--- src/rtl/fetch_queue.sv ---
// fetch_queue: IF->ID instruction packet queue with registered-only allowin.
// Define FQ_BYPASS_EN for zero-latency pass-through when the queue is empty.
module fetch_queue #(
  parameter int DEPTH  = 4,
  parameter int BUS_WD = 81,
  localparam int PTR_WD = $clog2(DEPTH)
) (
  input  logic              clk,
  input  logic              reset,
  input  logic              flush,
  input  logic              fs_to_fq_valid,
  input  logic [BUS_WD-1:0] fs_to_fq_bus,
  output logic              fq_allowin,
  input  logic              ds_allowin,
  output logic              fq_to_ds_valid,
  output logic [BUS_WD-1:0] fq_to_ds_bus,
  output logic [PTR_WD:0]   fq_count
);

  localparam logic [PTR_WD:0] FULL = (PTR_WD+1)'(DEPTH);

  logic [BUS_WD-1:0] mem [DEPTH];
  logic [PTR_WD-1:0] wr_ptr;
  logic [PTR_WD-1:0] rd_ptr;
  logic [PTR_WD:0]   count;
  logic              empty;
  logic              push;
  logic              pop;

  assign empty      = (count == '0);
  assign fq_allowin = (count != FULL);
  assign fq_count   = count;

`ifdef FQ_BYPASS_EN
  logic bypass;
  // An empty queue forwards IF's packet directly; it is stored only if ID stalls.
  assign bypass = empty && fs_to_fq_valid && !flush;

  always_comb begin
    fq_to_ds_valid = (!empty || fs_to_fq_valid) && !flush;
    fq_to_ds_bus   = '0;
    if (!empty)
      fq_to_ds_bus = mem[rd_ptr];
    else if (fs_to_fq_valid)
      fq_to_ds_bus = fs_to_fq_bus;
  end

  assign push = fs_to_fq_valid && fq_allowin && !flush
                && !(bypass && ds_allowin);
  assign pop  = !empty && fq_to_ds_valid && ds_allowin;
`else
  always_comb begin
    fq_to_ds_valid = !empty && !flush;
    fq_to_ds_bus   = '0;
    if (!empty)
      fq_to_ds_bus = mem[rd_ptr];
  end

  assign push = fs_to_fq_valid && fq_allowin && !flush;
  assign pop  = fq_to_ds_valid && ds_allowin;
`endif

  always_ff @(posedge clk) begin
    if (push)
      mem[wr_ptr] <= fs_to_fq_bus;
  end

  always_ff @(posedge clk) begin
    if (reset || flush) begin
      wr_ptr <= '0;
      rd_ptr <= '0;
      count  <= '0;
    end else begin
      if (push)
        wr_ptr <= wr_ptr + 1'b1;
      if (pop)
        rd_ptr <= rd_ptr + 1'b1;
      unique case (1'b1)
        push && !pop: count <= count + 1'b1;
        pop && !push: count <= count - 1'b1;
        default: ;
      endcase
    end
  end

endmodule

--- config.mk ---
export PLATFORM = sky130hd
export DESIGN_NAME = fetch_queue
export DESIGN_NICKNAME = d
export VERILOG_FILES = /design/src/rtl/fetch_queue.sv
export SDC_FILE = /design/constraint.sdc
export NUM_CORES = 1
export LEC_CHECK = 0
export ABC_AREA = 0
export CORE_ASPECT_RATIO = 0.9
export CORE_MARGIN = 10
export CORE_UTILIZATION = 59
export DETAILED_ROUTE_END_ITERATION = 10
export GPL_TIMING_DRIVEN = 0
export PLACE_DENSITY = 0.9
export SLEW_MARGIN = 40
export SYNTH_ARGS = -nofsm -noshare
export SYNTH_HDL_FRONTEND = slang
export SYNTH_SLANG_ARGS = --single-unit
export TNS_END_PERCENT = 1
--- constraint.sdc ---
create_clock -name clk -period 6.8 [get_ports clk]
set_input_delay 1.36 -clock clk [delete_from_list [all_inputs] [get_ports clk]]
set_output_delay 1.36 -clock clk [all_outputs]
set_load 0.005 [all_outputs]
==> results.json <==
{
  "outcome": "complete, no violations",
  "setup_tns_ns": 0,
  "drt_first_pass_iters": 5,
  "rows": 51,
  "drc_errors": 0,
  "track_usage_pct": 18.5,
  "yosys_warnings": 0,
  "fillers": 1185,
  "cp_max_fo": 10,
  "clk_pin_slew_worst_paths_ns": 0.06,
  "grt_antenna_before_repair": 3,
  "rsz0062_at_grt": "false",
  "portBuffers": 171,
  "synth_seq_cells": 333,
  "crit_chain": "clkbuf_1, buf_2, mux4_2, nor2b_1, clkdlybuf4s50_1",
  "vias": 6250,
  "min_period_ns": 4.15,
  "fmax_ghz": 0.241,
  "die_x_um": 175,
  "dp_hpwl_mm": 17.0,
  "ios": 172,
  "syn_to_final_growth_pct": 25.1,
  "grt_pass1_wl_mm": 40.6,
  "max_stage_delay_ns": 0.49,
  "crit_slowest_cell": "clkdlybuf4s50_1",
  "ys_seq_area_share_pct": 77.4,
  "synthesis.instances": 570,
  "grt_overflow_total": 0,
  "slew_headroom_pct": 59.0,
  "dieHeight_um": 160,
  "drv_cap": 0,
  "tightest_slew_ns": 0.615,
  "drive_gt1_share_pct": 19.1,
  "cp.buffers_inverters": 3,
  "cts_made_buffers": 31,
  "core_sq_mm": 0.0215,
  "cts_sinks": 333,
  "finClkSkew_ns": 0.0102,
  "cts_max_level": 1,
  "r2r_slack_ns": 4.43,
  "p_leak_nw": 4.97,
  "syn_area_sq_mm": 0.0128,
  "postSynthAreaPerCell_sq_um": 22.5,
  "crit_path_end": "fq_to_ds_bus[54]",
  "rr_worst_depth": 9,
  "final.period_utilization_pct": 61.1,
  "syn_nets": 662,
  "power_density_mw_per_mm2": 260,
  "drv_slew": 0,
  "r2r_start": "fq_count[2]",
  "busiest_layer": "met2",
  "cp_top_family": "buffers and inverters",
  "final_antenna_net_count": 0,
  "antenna_cells": 0,
  "vias_per_cell": 5.73,
  "grt_pass1_vias": 6812,
  "die_area_sq_mm": 0.0280,
  "grt_max_degree": 37,
  "setup_viol": 0,
  "final_area_sq_mm": 0.0160,
  "gp_congestion": 0.748,
  "hold_violations": 0,
  "end_kind": "output pin",
  "dpl_cell_area_sq_mm": 0.0150,
  "cts_resized": 0,
  "clockRootBuffer": "clkbuf_16",
  "vdd_drop_max_uv": 262,
  "wl_mm": 26.1,
  "wl_per_cell_um": 23.9,
  "multiInputGateArea_sq_mm": 0.00261,
  "synth_edf_count": 324,
  "cp-start-kind": "flip-flop",
  "arrival_ns": 2.79,
  "postCtsSetupBuffers": 0,
  "cts_tree": "done",
  "met1_usage_pct": 23.6,
  "cts_hold_buffers": 0,
  "hold_path.class": "flip-flop to flip-flop",
  "hold_depth": 2,
  "global_route.usage.met2_pct": 31.3,
  "reg2reg_to": "fq_count[2]",
  "cp.depth": 5,
  "final_nets": 874,
  "path_class": "flip-flop to output pin",
  "clk_latency_ns": 0.54,
  "synth_top_flop_cell": "edfxtp_1",
  "ys_types": 26,
  "met3_usage_pct": 5.40,
  "clk_path_buf_depth": 3,
  "crit_required_ns": 5.44,
  "synthArstFlopShare_pct": 0,
  "drt_iter0_markers": 484,
  "seqCellArea_sq_mm": 0.00991,
  "start_util_pct": 59.5
}
## worst register-to-register path, cell delays in order (launching register included)
cell and delay (ns):
dfxtp_1 0.44, nor3b_2 0.34, nor3_1 0.16, inv_1 0.09
ha_1 0.20, inv_1 0.07, fa_1 0.38, xor2_1 0.17
or3_1 0.31, a21oi_1 0.15
## cell usage in the layout, fill, tap and decap left out, types with 2 or more instances in the layout
cell	instances
nor2b_1	81
inv_1	7
clkinv_1	7
edfxtp_1	324
and2_4	4
ha_1	5
clkinv_2	3
clkbuf_1	15
clkbuf_16	31
bufinv_16	4
buf_2	9
dfxtp_1	9
buf_12	16
xor2_1	3
nor2_1	7
mux4_2	81
o21ai_0	3
a21oi_1	5
clkdlybuf4s50_1	171
nand3_1	2
or3_1	2
## cell type report
cell class,count,share of cell area (%)
Sequential cell,333,61.9
Tap cell,291,2.27
Timing Repair Buffer,179,11.7
Multi-Input combinational cell,201,16.3
Clock buffer,36,4.96
Clock inverter,15,1.06
Inverter,8,0.188
Buffer,28,1.59
## worst min path at each step
stage / startpoint / endpoint / slack, ns
global placement: rd_ptr[1] / rd_ptr[1] / 0.48
detailed placement: rd_ptr[1] / rd_ptr[1] / 0.50
global route: wr_ptr[1] / wr_ptr[1] / 0.57
finish: wr_ptr[1] / wr_ptr[1] / 0.56
CTS: wr_ptr[1] / wr_ptr[1] / 0.53
floorplan: rd_ptr[1] / flip-flop / 0.46
## power breakdown
group	leakage [nW]	switching, mW	internal, mW
Clock	0.472	0.685	0.975
Combinational	1.49	0.0870	0.115
Sequential	3.02	0.00888	2.29
Total	4.97	0.781	3.38
## logic make-up (layout without fill, tap and decap cells)
group / count (synthesis) / after routing / share of synthesized area, %
buffers and inverters: 36 / 266 / 2.22
XOR/XNOR: 3 / 3 / 0.205
flip-flops: 333 / 333 / 77.4
multiplexers: 81 / 81 / 14.3
AO/OA/AOI/OAI: 10 / 10 / 0.411
AND/OR/NAND/NOR: 101 / 101 / 4.83
adder cells (fa/ha/maj): 6 / 6 / 0.645
## metal layers
metal  routed length, um  vias up
li1                    -     2736
met1               10300     3241
met2               13500      232
met3                1870       37
met4                 359        4
met5                  23        -
## metrics by stage
stage                     cells  power (mW)  hold slack (ns)  utilization (%)  setup slack (ns)
after global placement     1032        2.53            0.479             69.2             0.885
after global routing       1091        4.29            0.570             74.4              2.47
after CTS                  1091        4.19            0.532             74.4              2.58
final                      1091        4.16            0.556             74.4              2.65
after floorplan             570        2.41            0.465                -              2.72
after detailed placement   1040        2.54            0.498             70.0              2.95
## synth_stat cells (2+ instances only)
| cell type | n | area share (%) |
|---|---|---|
| nor2_1 | 7 | 0.21 |
| inv_1 | 7 | 0.21 |
| mux4_2 | 81 | 14 |
| buf_2 | 9 | 0.35 |
| buf_12 | 8 | 1.3 |
| clkbuf_1 | 10 | 0.29 |
| xor2_1 | 3 | 0.21 |
| a21oi_1 | 5 | 0.20 |
| nand3_1 | 2 | 0.078 |
| dfxtp_1 | 9 | 1.4 |
| nor2b_1 | 81 | 4.0 |
| or3_1 | 2 | 0.098 |
| edfxtp_1 | 324 | 76 |
| and2_1 | 4 | 0.20 |
| ha_1 | 5 | 0.49 |
| o21ai_0 | 3 | 0.12 |
## sequential cells by signal (all words and copies together) (netlist names), named ones only
| signal | flops |
|---|---|
| fq_count | 3 |
| wr_ptr | 2 |
| mem | 324 |
| rd_ptr | 2 |
Note: power is estimated with default switching activity, not from simulation.
